### config.mk
export PLATFORM = sky130hd
export DESIGN_NAME = muxn_rr
export DESIGN_NICKNAME = d
export VERILOG_FILES = /design/src/rtl/muxn_rr.sv
export SDC_FILE = /design/constraint.sdc
export NUM_CORES = 1
export LEC_CHECK = 0
export ABC_AREA = 1
export CAP_MARGIN = 20
export CORE_MARGIN = 1.5
export CORE_UTILIZATION = 45
export CTS_BUF_LIST = sky130_fd_sc_hd__clkbuf_8
export DETAILED_ROUTE_END_ITERATION = 6
export DONT_BUFFER_PORTS = 1
export GPL_TIMING_DRIVEN = 0
export HOLD_SLACK_MARGIN = 0.06
export MAX_ROUTING_LAYER = met4
export PLACE_DENSITY = 0.7
export SLEW_MARGIN = 20
export SYNTH_ARGS = -nofsm -noshare
export SYNTH_HDL_FRONTEND = slang
export SYNTH_SLANG_ARGS = --single-unit
### constraint.sdc
create_clock -name clk -period 2.67 [get_ports clk]
set_input_delay 0.1335 -clock clk [delete_from_list [all_inputs] [get_ports clk]]
set_output_delay 0.1335 -clock clk [all_outputs]
set_load 0.1 [all_outputs]
### src/rtl/muxn_rr.sv
// -----------------------------------------------------------------------------
// muxn_rr
//
// N-channel, W-bit registered multiplexer with a per-channel request/grant
// handshake and a valid/ready output stage. It merges several producer streams
// onto one downstream consumer. There are two ways to pick the source channel:
//   - manual  (mode = 0): the channel given by `sel`, if that channel requests.
//   - round-robin (mode = 1): the first requesting channel after the
//     last-granted one. The last-granted channel has the lowest priority.
//
// A grant is issued combinationally in the same cycle the output register
// loads. The granted beat appears on y / y_chan / y_valid one cycle later.
//
// Parameters
//   W     data width per channel
//   N     number of channels (N >= 2)
//   SELW  channel-index width (>= ceil(log2(N)))
//
// Ports
//   clk      in   rising-edge clock
//   rst_n    in   asynchronous active-low reset
//   din      in   channel data, channel i in din[i*W +: W]
//   req      in   per-channel request (data valid on din)
//   grant    out  one-hot, combinational: the beat of this channel is taken now
//   mode     in   0 = manual select, 1 = round-robin
//   sel      in   manual-mode channel index (values >= N select nothing)
//   y        out  registered output data
//   y_chan   out  channel index that produced y
//   y_valid  out  y / y_chan hold a valid beat
//   ready    in   downstream accepts the beat when y_valid && ready
// -----------------------------------------------------------------------------
module muxn_rr #(
   parameter int W    = 8,
   parameter int N    = 4,
   parameter int SELW = 2
) (
   input  logic            clk,
   input  logic            rst_n,
   input  logic [N*W-1:0]  din,
   input  logic [N-1:0]    req,
   output logic [N-1:0]    grant,
   input  logic            mode,
   input  logic [SELW-1:0] sel,
   output logic [W-1:0]    y,
   output logic [SELW-1:0] y_chan,
   output logic            y_valid,
   input  logic            ready
);

   typedef enum logic {
      MODE_MANUAL = 1'b0,
      MODE_RR     = 1'b1
   } mode_e;

   // Registered state
   logic [W-1:0]    y_q,       y_d;
   logic [SELW-1:0] y_chan_q,  y_chan_d;
   logic            y_valid_q, y_valid_d;
   logic [SELW-1:0] ptr_q,     ptr_d;     // last granted channel

   // Candidate selection
   logic            rr_found;
   logic [SELW-1:0] rr_idx;
   logic            man_found;
   logic            cand_found;
   logic [SELW-1:0] cand_idx;
   logic            load;
   logic [W-1:0]    cand_data;

   // --------------------------------------------------------------------------
   // Round-robin scan: visit ptr+1, ptr+2, ..., ptr (mod N) and take the first
   // requester. The loops only compare integers, so every select into `req`
   // uses a constant index and N need not be a power of two.
   // --------------------------------------------------------------------------
   // NOTE: every variable assigned in an always_comb gets a default at the top,
   // so no path leaves it unassigned and no latch is inferred.
   always_comb begin
      rr_found = 1'b0;
      rr_idx   = '0;
      for (int k = 1; k <= N; k++) begin
         for (int i = 0; i < N; i++) begin
            if (!rr_found && req[i] && (i == ((int'(ptr_q) + k) % N))) begin
               rr_found = 1'b1;
               rr_idx   = SELW'(i);
            end
         end
      end
   end

   // --------------------------------------------------------------------------
   // Manual select: the candidate exists only when sel names a real channel
   // that is requesting. An out-of-range sel matches no loop index, so it
   // yields no candidate.
   // --------------------------------------------------------------------------
   always_comb begin
      man_found = 1'b0;
      for (int i = 0; i < N; i++) begin
         if ((int'(sel) == i) && req[i]) begin
            man_found = 1'b1;
         end
      end
   end

   // --------------------------------------------------------------------------
   // Grant and output-register next state
   // --------------------------------------------------------------------------
   always_comb begin
      if (mode_e'(mode) == MODE_RR) begin
         cand_found = rr_found;
         cand_idx   = rr_idx;
      end else begin
         cand_found = man_found;
         cand_idx   = sel;
      end

      // The register may take a new beat when it is empty or its beat is
      // being accepted this cycle.
      load = !y_valid_q || ready;

      // grant is combinational from the inputs, so it is gated by rst_n
      // explicitly. This keeps it low while reset is held.
      grant = '0;
      if (rst_n && load && cand_found) begin
         for (int i = 0; i < N; i++) begin
            if (cand_idx == SELW'(i)) begin
               grant[i] = 1'b1;
            end
         end
      end

      // grant is one-hot or zero, so an OR of the masked channels is a plain
      // mux with no priority chain.
      cand_data = '0;
      for (int i = 0; i < N; i++) begin
         if (grant[i]) begin
            cand_data = cand_data | din[i*W +: W];
         end
      end

      y_d       = y_q;
      y_chan_d  = y_chan_q;
      y_valid_d = y_valid_q;
      ptr_d     = ptr_q;
      if (load) begin
         // With no candidate, data and channel keep their last values. Only
         // the valid flag drops.
         y_valid_d = |grant;
         if (|grant) begin
            y_d      = cand_data;
            y_chan_d = cand_idx;
            // The pointer follows grants in both modes, so round-robin
            // fairness carries on correctly after a manual period.
            ptr_d    = cand_idx;
         end
      end
   end

   // --------------------------------------------------------------------------
   // State registers. ptr resets to N-1, so the first round-robin scan starts
   // at channel 0.
   // --------------------------------------------------------------------------
   // NOTE: sequential state uses non-blocking assignments only. All flops
   // then sample their d-values together on the edge, whatever the statement
   // order.
   always_ff @(posedge clk or negedge rst_n) begin
      if (!rst_n) begin
         y_q       <= '0;
         y_chan_q  <= '0;
         y_valid_q <= 1'b0;
         ptr_q     <= SELW'(N - 1);
      end else begin
         y_q       <= y_d;
         y_chan_q  <= y_chan_d;
         y_valid_q <= y_valid_d;
         ptr_q     <= ptr_d;
      end
   end

   assign y       = y_q;
   assign y_chan  = y_chan_q;
   assign y_valid = y_valid_q;

endmodule

Word-level counts from Yosys, hierarchy flattened

Index checks and enable logic that the tools add are counted.

Input port bits: 42
Output and inout bits: 15
Memories: 0
RAM bits: 0
Flip-flop bits (word level): 13
Logic and storage cells: 145
ROM bits: 0
Bits in latches: 0

Reductions and logical operators: 66
Bitwise logic cells: 7
Multipliers: 0
Shift operators: 0
$add $sub $neg: 4
Div/mod/pow operators: 0
Equality and inequality tests: 18
Mux-type cells: 46
Order comparisons: 0

Operators with widths:

| cell                  | count |
|---|---|
| $logic_not A32 Y1     | 4 |
| $logic_and A1 B1 Y1   | 37 |
| $mux W8               | 4 |
| $mux W2               | 15 |
| $mux W1               | 26 |
| $eq A3 B3 Y1 const A  | 8 |
| $or A8 B8 Y8          | 3 |
| $logic_not A1 Y1      | 16 |
| $eq A2 B3 Y1 const A  | 4 |
| $eq A2 B2 Y1 const B  | 4 |
| $reduce_or A2 Y1      | 4 |
| $add A2 B1 Y2 const B | 2 |
| $add A2 B2 Y2 const B | 2 |
| $and A1 B1 Y1 const A | 4 |
| $eq A2 B1 Y1 const B  | 2 |
| $logic_not A2 Y1      | 2 |
| $mux W4               | 1 |
| $reduce_or A4 Y1      | 1 |
| $reduce_and A2 Y1     | 1 |
| $logic_or A1 B1 Y1    | 1 |

Longest topological paths before layout

Word-level depth: 77
Mapped depth: 19
Gate-level depth less buffers: 18

Worst setup path after synthesis

Ideal clock, no wire load.

Path kind: register to output
From: register ptr_q[1]
To: output grant[2]
Cell stages (with the launch flop): 16
Data arrival time: 3255 ps
Path buffers: 1
Required time: 2536 ps
Path slack: -718 ps
Path through: dfstp_2 > inv_1 > nand3_1 > nand2_2 > nor2_4 > nand4_2 > nor2_4 > nand4_2 > nor2_1 > nand4_1 > nor2_1 > nor2_2 > nor2_8 > buf_4 > nand2_1 > nor2_1

Cells in the longest elaborated chain, start to end: 70
Elaborated cells on any way between the ends: 111
Classes of those cells: add/sub: 4; eq/ne: 13; mux: 35; bitwise: 4; reduce/logical: 55

RTL lines:

| item                             | line | text |
|---|---|---|
| from (decl)                      | 59   | `logic [SELW-1:0] ptr_q, ptr_d;` |
| from (signal assigned)           | 170  | `ptr_q <= SELW'(N - 1);` |
| from (signal assigned)           | 175  | `ptr_q <= ptr_d;` |
| $add A2 B1 Y2                    | 82   | `if (!rr_found && req[i] && (i == ((int'(ptr_q) + k) % N))) begin` |
| $reduce_or A2 Y1 (no line)       | --   |  |
| $and A1 B1 Y1 (no line)          | --   |  |
| $logic_not A32 Y1                | 82   |  |
| $logic_and A1 B1 Y1              | 82   |  |
| $mux W1                          | 82   |  |
| $logic_not A1 Y1                 | 82   |  |
| $logic_and A1 B1 Y1 (2 in a row) | 82   |  |
| [... 52 more ...]                | --   |  |
| $mux W1                          | 82   |  |
| $logic_not A1 Y1                 | 82   |  |
| $logic_and A1 B1 Y1 (2 in a row) | 82   |  |
| $mux W2                          | 82   |  |
| $mux W2                          | 108  | `if (mode_e'(mode) == MODE_RR) begin` |
| $eq A2 B2 Y1                     | 125  | `if (cand_idx == SELW'(i)) begin` |
| $mux W1                          | 125  |  |
| $mux W4 (*)                      | 123  | `if (rst_n && load && cand_found) begin` |
| to (decl)                        | 41   | `output logic [N-1:0] grant,` |

Every way passes the cells marked *; elsewhere a longest branch is shown, timed or not.

Worst setup path after layout

From: register ptr_q[0]
To: register ptr_q[0]

Cells in the longest elaborated chain, start to end: 72
Elaborated cells on any way between the ends: 119
Classes of those cells: add/sub: 4; eq/ne: 15; mux: 38; bitwise: 4; reduce/logical: 58

RTL lines:

| item                                 | line | text |
|---|---|---|
| $add A2 B1 Y2                        | 82   |  |
| $reduce_or A2 Y1 (no line)           | --   |  |
| $and A1 B1 Y1 (no line)              | --   |  |
| $logic_not A32 Y1                    | 82   |  |
| $logic_and A1 B1 Y1                  | 82   |  |
| $mux W1                              | 82   |  |
| $logic_not A1 Y1                     | 82   |  |
| $logic_and A1 B1 Y1 (2 in a row)     | 82   |  |
| [... 54 more ...]                    | --   |  |
| $logic_and A1 B1 Y1 (2 in a row)     | 82   |  |
| $mux W2                              | 82   |  |
| $mux W2                              | 108  |  |
| $eq A2 B1 Y1 (tied with other cells) | 125  |  |
| $mux W1                              | 125  |  |
| $mux W4                              | 123  |  |
| $reduce_or A4 Y1                     | 148  | `if (\|grant) begin` |
| $reduce_and A2 Y1 (no line)          | --   |  |

Parallel ways exist; a longest one is shown, timed or not.
A chain may end at the register's enable or synchronous reset.

==> results_dict.tcl <==
set metrics [dict create \
    status "finished, violations left" \
    violations "setup timing" \
    clk_path_buf_depth 2 \
    area_growth_pct 46.8 \
    vias 1503 \
    seq_area_um2 328 \
    dpl_worst_slack_ps -599 \
    fp.dieW_um 54.8 \
    synthDistinctLibCells 24 \
    dieArea_um2 3010 \
    cap_violations 0 \
    place_inst 220 \
    htree_levels 1 \
    holdCritPathClass "input pin to flop" \
    synth.avg_cell_area_um2 6.36 \
    synth_compound_area_frac 0.0424 \
    coreArea_um2 2500 \
    skew_ps 10.9 \
    drc 0 \
    cts.reportedPaths.clkPinSlew_ps 60 \
    grt_max_degree 17 \
    grt_overflow 0 \
    gp_congestion 0.873 \
    worst_slew_pin_slew_ps 923 \
    ir_worst_vdd_v 0.00104 \
    io_pins 57 \
    final_nets 277 \
    critical_path.max_fanout 6 \
    maxSlewHeadroom 0.385 \
    yosysWarnings 0 \
    critPathArrivalTime_ps 3260 \
    cts_root_buffer "clkbuf_8" \
    grt_pass1_wl_mm 5.78 \
    drt_iter0_markers 72 \
    p_per_area_nw_per_um2 1190 \
    end_kind "flop" \
    fp-row-count 18 \
    final_max_slew_viol_count 0 \
    drt_wl_total_mm 4.27 \
    antenna_found_initial 0 \
    max_freq_mhz 324 \
    path_class "flop to flop" \
    portBuffers 0 \
    ys_seq_area_frac 0.271 \
    die_h_um 54.8 \
    netlist_instances 190 \
    crit_required_ps 2850 \
    cts_buffers 3 \
    hold_viol 0 \
    period_share 1.15 \
    synth_fa_ha_area_frac 0 \
    synthXorXnorAreaFrac 0 \
    final_antenna_net_count 0 \
    wl_per_cell_um 16.2 \
    clock-sinks 13 \
    synth_top_family_by_area "simple AND/OR/NAND/NOR gates" \
    place_hpwl_mm 2.56 \
    syn_area_um2 1210 \
    rsz0062_at_grt "yes" \
    finalSetupViolations 13 \
    first_global_vias 1274 \
    grt_usage 0.279 \
    drive_gt1_frac 0.393 \
    syn_nets 232 \
    antenna_cells 0 \
    power.leakage_nw 0.893 \
    ys_ff_latch 13 \
    initial_utilization 0.483 \
    vias_per_cell 5.69 \
    worst_slack_ps -412 \
    period_minus_slack_ps 3080 \
    fin_cells 264 \
    yosys.area_share.simple 0.576 \
    start_kind "flop" \
    first_pass_iters 4 \
    postLayoutCoreUtil 0.710 \
    insertion_delay_ps 250 \
    cts_tree "yes" \
    n_fill_cell 189 \
    synth_mux_area_frac 0 \
    multi_input_comb_area_um2 885 \
]
==> worst max-delay path: stages (launching register included) <==
cell	delay (ps)
dfstp_2	620
inv_2	70
buf_4	140
buf_6	100
buf_4	120
buf_4	120
buf_4	120
buf_4	120
buf_4	120
buf_4	120
buf_4	130
buf_4	130
buf_4	120
buf_4	120
buf_4	120
buf_4	130
buf_4	120
buf_4	120
buf_4	120
buf_4	120
o21ai_2	120
==> cells by family after synthesis <==
| kind of cell | Yosys count |
|---|---|
| buffers and inverters | 28 |
| flip-flops | 13 |
| AO/OA/AOI/OAI | 9 |
| AND/OR/NAND/NOR | 140 |
==> sequential cells by signal (all words and copies together), names as in the netlist <==
name	flops
ptr_q	2
y	8
y_chan	2
y_valid	1
==> cell usage in the layout (no fill, tap or decap), drive strengths merged <==
cell type,netlist,final
dfrtp,11,11
nand3,24,24
dlygate4sd3,0,1
dfstp,2,2
o21ai,5,5
inv,19,20
o311ai,1,1
nor2,34,34
nor3,3,3
a21oi,2,2
buf,6,45
clkbuf,3,6
nand4,23,23
o21bai,1,1
nand2,56,56
==> cell usage after synthesis <==
master	count	area share
inv_2	1	0.0031
nand4_2	2	0.021
nand2_1	52	0.16
nand2_2	4	0.021
nor3_1	1	0.0041
nand4_1	21	0.11
inv_1	18	0.056
nand3_1	23	0.095
nor3_2	2	0.017
nand3_2	1	0.0083
nor2_4	3	0.028
clkbuf_1	3	0.0093
o21ai_0	5	0.021
nor2_1	29	0.090
dfstp_2	2	0.043
nor2_8	1	0.017
o311ai_0	1	0.0072
buf_6	3	0.028
o21bai_1	1	0.0062
a21oi_1	2	0.0083
buf_2	2	0.0083
nor2_2	1	0.0052
buf_4	1	0.0062
dfrtp_1	11	0.23
==> routing by layer <==
layer	global-route usage	routed length [um]	vias to the layer above	part of all wire
met4	0.0625	58	0	0.014
met1	0.369	1790	695	0.42
met2	0.415	2040	80	0.48
met3	0.0847	380	7	0.089
li1	-	-	721	-
met5	-	0	-	0
==> worst paths after layout <==
check                                          start                    to  slack, ps  cells after the start
worst max-delay path            ptr_q[0]$_DFFE_PN1P_  ptr_q[0]$_DFFE_PN1P_       -410                     20
worst min-delay path                           ready   y_valid$_DFFE_PN0N_        100                      3
worst max register to register  ptr_q[0]$_DFFE_PN1P_  ptr_q[0]$_DFFE_PN1P_       -410                     20
worst min register to register  ptr_q[1]$_DFFE_PN1P_  ptr_q[1]$_DFFE_PN1P_        600                      2
max in group asynchronous                      rst_n      y[5]$_DFFE_PN0P_       1880                      1
min in group asynchronous                      rst_n      y[1]$_DFFE_PN0P_        360                      1
==> area by class of cell <==
type                            count  share of cell area
Buffer                              7              0.0324
Clock buffer                        3              0.0233
Clock inverter                      1             0.00212
Inverter                           19              0.0402
Multi-Input combinational cell    149               0.499
Sequential cell                    13               0.185
Tap cell                           30              0.0212
Timing Repair Buffer               42               0.197
==> per-stage QoR <==
step | hold slack [ps] | area, um^2 | power, mW | TNS [ps]
2_1_floorplan | -162 | 1230 | 1.38 | -551
3_3_place_gp | -162 | 1270 | 1.46 | -1400
3_5_place_dp | -162 | 1270 | 1.48 | -1630
4_1_cts | 94.9 | 1650 | 1.96 | -1670
5_1_grt | 126 | 1770 | 2.21 | -3740
6_report | 96.7 | 1770 | 2.11 | -2010
==> what timing repair did <==
item | 4_1_cts | 5_1_grt
hold buffers | 1 | 0
endpoints found under the hold margin | 13 | 0
pin swaps | 20 | 27
setup buffers | 33 | 9
gates resized for setup | 26 | 15
endpoints found under the setup margin | 4 | 14
cloned | 0 | 1
==> power by group <==
group          switching [mW]  internal, mW
logic                   0.560         0.476
registers               0.625         0.276
clock network          0.0758         0.102
(Power assumes the default switching activity.)
